<file path="src/rtl/ula_cmd_master.sv">
// Command master that sequences an optional ULA register write, then an operation, and returns one response.
// Define ULA_CMD_MASTER_TIMEOUT_EN to bound the wait for valid_out by TIMEOUT_CYC cycles.
module ula_cmd_master #(
  parameter int unsigned TIMEOUT_CYC = 16
) (
  input  logic        clk_ula,
  input  logic        rst,
  input  logic        cmd_valid,
  output logic        cmd_ready,
  input  logic        cmd_wr_en,
  input  logic [1:0]  cmd_addr,
  input  logic [15:0] cmd_data,
  input  logic [15:0] cmd_a,
  input  logic [1:0]  cmd_reg_sel,
  input  logic [1:0]  cmd_instru,
  output logic [15:0] A,
  output logic [1:0]  reg_sel,
  output logic [1:0]  instru,
  output logic        valid_ula,
  output logic [15:0] data_in,
  output logic [1:0]  addr,
  output logic        valid_reg,
  input  logic [31:0] data_out,
  input  logic        valid_out,
  output logic        rsp_valid,
  input  logic        rsp_ready,
  output logic [31:0] rsp_data,
  output logic        rsp_timeout,
  output logic [7:0]  stray_cnt
);

  if (TIMEOUT_CYC < 2 || TIMEOUT_CYC > 255) begin : g_timeout_range
    $error("TIMEOUT_CYC must be in 2..255");
  end

  typedef enum logic [2:0] {IDLE, WREG, OP, WAIT, RSP} state_t;

  state_t      state_q;
  logic        cmd_ready_q, valid_reg_q, valid_ula_q, rsp_valid_q;
  logic [15:0] a_q, data_in_q, lat_a_q;
  logic [1:0]  reg_sel_q, instru_q, addr_q, lat_reg_sel_q, lat_instru_q;
  logic [31:0] rsp_data_q;
  logic [7:0]  stray_q;

`ifdef ULA_CMD_MASTER_TIMEOUT_EN
  localparam logic [7:0] TO_LAST = 8'(TIMEOUT_CYC - 1);
  logic [7:0] to_cnt_q;
  logic       rsp_timeout_q;
  assign rsp_timeout = rsp_timeout_q;
`else
  assign rsp_timeout = 1'b0;
`endif

  always_ff @(posedge clk_ula) begin
    if (rst) begin
      state_q       <= IDLE;
      cmd_ready_q   <= 1'b1;
      valid_reg_q   <= 1'b0;
      valid_ula_q   <= 1'b0;
      rsp_valid_q   <= 1'b0;
      a_q           <= '0;
      reg_sel_q     <= '0;
      instru_q      <= '0;
      data_in_q     <= '0;
      addr_q        <= '0;
      lat_a_q       <= '0;
      lat_reg_sel_q <= '0;
      lat_instru_q  <= '0;
      rsp_data_q    <= '0;
      stray_q       <= '0;
`ifdef ULA_CMD_MASTER_TIMEOUT_EN
      to_cnt_q      <= '0;
      rsp_timeout_q <= 1'b0;
`endif
    end else begin
      // Only WAIT consumes valid_out; anything else is counted, never captured.
      if (valid_out && state_q != WAIT && stray_q != '1)
        stray_q <= stray_q + 8'd1;

      case (state_q)
        IDLE: begin
          if (cmd_valid) begin
            cmd_ready_q   <= 1'b0;
            lat_a_q       <= cmd_a;
            lat_reg_sel_q <= cmd_reg_sel;
            lat_instru_q  <= cmd_instru;
            if (cmd_wr_en) begin
              addr_q      <= cmd_addr;
              data_in_q   <= cmd_data;
              valid_reg_q <= 1'b1;
              state_q     <= WREG;
            end else begin
              a_q         <= cmd_a;
              reg_sel_q   <= cmd_reg_sel;
              instru_q    <= cmd_instru;
              valid_ula_q <= 1'b1;
              state_q     <= OP;
            end
          end
        end
        WREG: begin
          valid_reg_q <= 1'b0;
          a_q         <= lat_a_q;
          reg_sel_q   <= lat_reg_sel_q;
          instru_q    <= lat_instru_q;
          valid_ula_q <= 1'b1;
          state_q     <= OP;
        end
        OP: begin
          valid_ula_q <= 1'b0;
          state_q     <= WAIT;
`ifdef ULA_CMD_MASTER_TIMEOUT_EN
          to_cnt_q    <= '0;
`endif
        end
        WAIT: begin
          if (valid_out) begin
            rsp_data_q    <= data_out;
            rsp_valid_q   <= 1'b1;
            state_q       <= RSP;
`ifdef ULA_CMD_MASTER_TIMEOUT_EN
            rsp_timeout_q <= 1'b0;
          end else if (to_cnt_q == TO_LAST) begin
            rsp_data_q    <= '0;
            rsp_timeout_q <= 1'b1;
            rsp_valid_q   <= 1'b1;
            state_q       <= RSP;
          end else begin
            to_cnt_q      <= to_cnt_q + 8'd1;
`endif
          end
        end
        RSP: begin
          if (rsp_ready) begin
            rsp_valid_q <= 1'b0;
            cmd_ready_q <= 1'b1;
            state_q     <= IDLE;
          end
        end
        default: begin
          state_q     <= IDLE;
          cmd_ready_q <= 1'b1;
        end
      endcase
    end
  end

  assign cmd_ready = cmd_ready_q;
  assign valid_reg = valid_reg_q;
  assign valid_ula = valid_ula_q;
  assign A         = a_q;
  assign reg_sel   = reg_sel_q;
  assign instru    = instru_q;
  assign data_in   = data_in_q;
  assign addr      = addr_q;
  assign rsp_valid = rsp_valid_q;
  assign rsp_data  = rsp_data_q;
  assign stray_cnt = stray_q;

endmodule

</file>
<file path="config.mk">
export PLATFORM = sky130hd
export DESIGN_NAME = ula_cmd_master
export DESIGN_NICKNAME = d
export VERILOG_FILES = /design/src/rtl/ula_cmd_master.sv
export SDC_FILE = /design/constraint.sdc
export NUM_CORES = 1
export LEC_CHECK = 0
export CAP_MARGIN = 40
export CELL_PAD_IN_SITES_DETAIL_PLACEMENT = 0
export CELL_PAD_IN_SITES_GLOBAL_PLACEMENT = 2
export CORE_ASPECT_RATIO = 1.1
export CORE_MARGIN = 5
export CORE_UTILIZATION = 28
export DETAILED_ROUTE_END_ITERATION = 10
export DONT_BUFFER_PORTS = 1
export GPL_TIMING_DRIVEN = 0
export PLACE_DENSITY_LB_ADDON = 0.1
export SETUP_SLACK_MARGIN = 0.05
export SLEW_MARGIN = 30
export SYNTH_ARGS = -nofsm -noshare
export SYNTH_HDL_FRONTEND = slang
export SYNTH_SLANG_ARGS = --single-unit
</file>
<file path="constraint.sdc">
create_clock -name clk_ula -period 1.4 [get_ports clk_ula]
set_input_delay 0.21 -clock clk_ula [delete_from_list [all_inputs] [get_ports clk_ula]]
set_output_delay 0.21 -clock clk_ula [all_outputs]
set_load 0.1 [all_outputs]
</file>
==> metrics.txt <==
Clk Latency, worst-skew pair about 0.35 ns; Least-Margin Pin Slew 0.723 ns; Pint 5460 uW; Synth Register Bits roughly 110; Routed WL between 10000 and 15000 um; Fin. Hold Viols 0; reg2reg start stray_cnt[0]$_SDFFE_PP0P_; Min Clock Period, post-route approximately 1.5 ns; Seq/Total Area, Yosys 50.0%; share of cells above drive strength 1 between 30% and 40%; critical-path maximum fanout 4; nets between 700 and 800; Die W roughly 130 um; number of global-route vias before repair between 4000 and 5000; Clk pwr share between 20% and 30%; final total power between 8000 and 9000 uW; syn nets around 560; Comb pwr share between 30% and 40%; CTS H-Tree Depth 3; CP Cell Sequence nand4_1 -> and2b_1 -> o2111ai_2 -> mux2_4; Core Footprint 0.0149 mm2; outcome complete, but fails checks; critical path type reg -> reg; Peak Freq 0.655 GHz; Congestion Overflow GR 0; Syn Inst Count 486; PwrDens 1090 mW/mm2; crit path buf inv count 0; clock root buffer clkbuf_16; worst hold path type in -> reg; Top FF cell, synth dfxtp_1; worst hold slack between 0.02 and 0.03 ns; CTS Buf Count 9; Critical-path top delay cell dfxtp_4; failing checks setup timing; GRT Overall Usage between 15 and 20%; nature of the critical path endpoint flip-flop; DRC errors left 0; Pins Over Slew Limit 0; initial antenna violation count 0; # setup viols final 8; die area 0.0176 mm2; LEAKAGE roughly 0.0029 uW; Yosys Warn Count 0; Sw Ratio between 30% and 40%; max reg flops 32; row cnt 47; setup slack after layout -0.126 ns; Worst Path Arrival approximately 1.8 ns; Cell variety after synth 45; DP HPWL 9350 um; 1st-iter DRT viols around 130; startpoint types flip-flop; Worst VDD drop approximately 0.74 mV; worst setup path start stray_cnt[0]$_SDFFE_PP0P_; DP Area 0.00592 mm2; TritonCTS clock tree built; I/O Buffers 0; FILL cells ~1300; Syn Area/Cell slightly below 9 um2; Worst-path clk slew about 0.070 ns; RSZ-0062 raised after global routing true; CP Data Required Time 1.64 ns; first-pass GRT wire length around 21000 um; number of flops mapped to enable cells by yosys 0; area grow syn2layout 83.1%; clk_skew 0.00735 ns; crit-path leading delay family flip-flops; synthesized area about 0.0042 mm2; Reg power frac 41.2%; I/O pin count roughly 160; Avg WL per Cell ~16 um; Psw 2940 uW; Initial Utilization 28.2%; ys async rst share 0%; GPL Wtd Cong 0.736; Max-slew headroom a little over 50%; via-per-instance ratio between 4 and 5; hold_sp rsp_ready; max-cap violations 0; Diodes inserted 0; largest net degree at the start of global routing 16; CTS sink cnt between 100 and 150; CTS max path bufs 2; DR vias ~4000; Routed Antenna Nets 0; Die Y 138 um; 1st-pass router iterations 4; post-place setup slack -0.476 ns; Final period util 109%; crit-path max cell delay 0.56 ns; Final Cell Area roughly 0.0077 mm2
[final timing paths]
path,endpoint,slack [ns],cells past startpoint
worst max-delay path,stray_cnt[5]$_SDFFE_PP0P_,-0.13,4
worst min register to register,lat_instru_q[1]$_SDFFE_PP0P_,0.46,2
worst max register to register,stray_cnt[5]$_SDFFE_PP0P_,-0.13,4
worst min-delay path,cmd_ready$_SDFFE_PP1P_,0.03,2
[per-stage QoR]
step	setup TNS (ns)	instances	util, %
final	-0.547	865	51.7
after global routing	-1.79	865	51.7
after CTS	-0.854	859	49.1
after detailed placement	-29.05	754	39.8
after global placement	-27.71	682	30.2
after floorplan	-0.0980	486	-
[logic make-up (layout without fill, tap and decap cells)]
group / Yosys count / in the layout / synth area share (%)
compound gates: 105 / 105 / 16.7
other cells: 1 / 1 / 0.0893
buf+inv: 41 / 224 / 5.09
flops: 105 / 105 / 50.0
simple gates: 205 / 205 / 21.0
xor+xnor: 2 / 2 / 0.417
mux: 26 / 26 / 6.32
fa+ha+maj: 1 / 1 / 0.298
[repair_timing]
action | CTS | global route
endpoints found under the hold margin | 68 | 0
resized for setup | 81 | 93
endpoints found under the setup margin | 100 | 99
hold buffers | 68 | 0
pin swaps | 29 | 37
gates cloned | 4 | 1
setup buffers | 17 | 6
[synthesized netlist by cell type (2+ instances only)]
| master | n | share of area, % |
|---|---|---|
| nand2_1 | 145 | 13 |
| dfxtp_1 | 105 | 50 |
| a21oi_1 | 72 | 8.6 |
| nor2_1 | 32 | 2.9 |
| mux2i_1 | 25 | 6.0 |
| a211oi_2 | 19 | 5.7 |
| clkbuf_1 | 16 | 1.4 |
| buf_2 | 15 | 1.8 |
| nand3_1 | 5 | 0.60 |
| buf_6 | 4 | 1.1 |
| o21ai_0 | 4 | 0.48 |
| buf_4 | 3 | 0.54 |
| nand4_1 | 3 | 0.45 |
| nor3_1 | 3 | 0.36 |
| and3_1 | 2 | 0.30 |
| and4b_1 | 2 | 0.48 |
| inv_1 | 2 | 0.18 |
| nand4b_1 | 2 | 0.42 |
[layout make-up]
| type | instances | area [um2] | share of cell area (%) |
|---|---|---|---|
| buffer | 36 | 322 | 4.18 |
| clock buffer | 13 | 240 | 3.12 |
| clock inverter | 3 | 17.5 | 0.228 |
| inverter | 3 | 18.8 | 0.244 |
| multi-input combinational | 340 | 2290 | 29.8 |
| sequential | 105 | 2140 | 27.9 |
| tap | 196 | 245 | 3.19 |
| timing repair buffer | 169 | 2410 | 31.4 |
[power groups by stage]
stage / clock network (uW) / registers [uW] / logic [uW]
after floorplan: 0 / 4230 / 603
after global placement: 0 / 4280 / 752
after detailed placement: 0 / 3490 / 2110
after CTS: 2440 / 3430 / 2510
after global routing: 2550 / 3480 / 2740
final: 2330 / 3460 / 2610
[layer usage]
layer / global-route usage, % / part of all wire [%] / vias to the layer above
met5: 0 / 0 / -
met4: 5.31 / 1.5 / 0
met3: 4.09 / 6.5 / 14
met2: 25.5 / 49 / 115
met1: 18.9 / 43 / 1870
li1: - / - / 1990
[cell usage in the layout, fill, tap and decap left out, drive strengths merged, types with 2 or more instances in the layout]
cell type,n
nand4,3
nor3,4
dfxtp,105
buf,121
nand2,145
and4b,2
a21boi,2
a21oi,72
o21ai,4
inv,3
clkbuf,29
nor2,33
mux2i,25
nand4b,2
clkinv,2
a211oi,20
nand3b,2
dlygate4sd3,68
and3,2
nand3,5
Note: power is estimated with default switching activity, not from simulation.
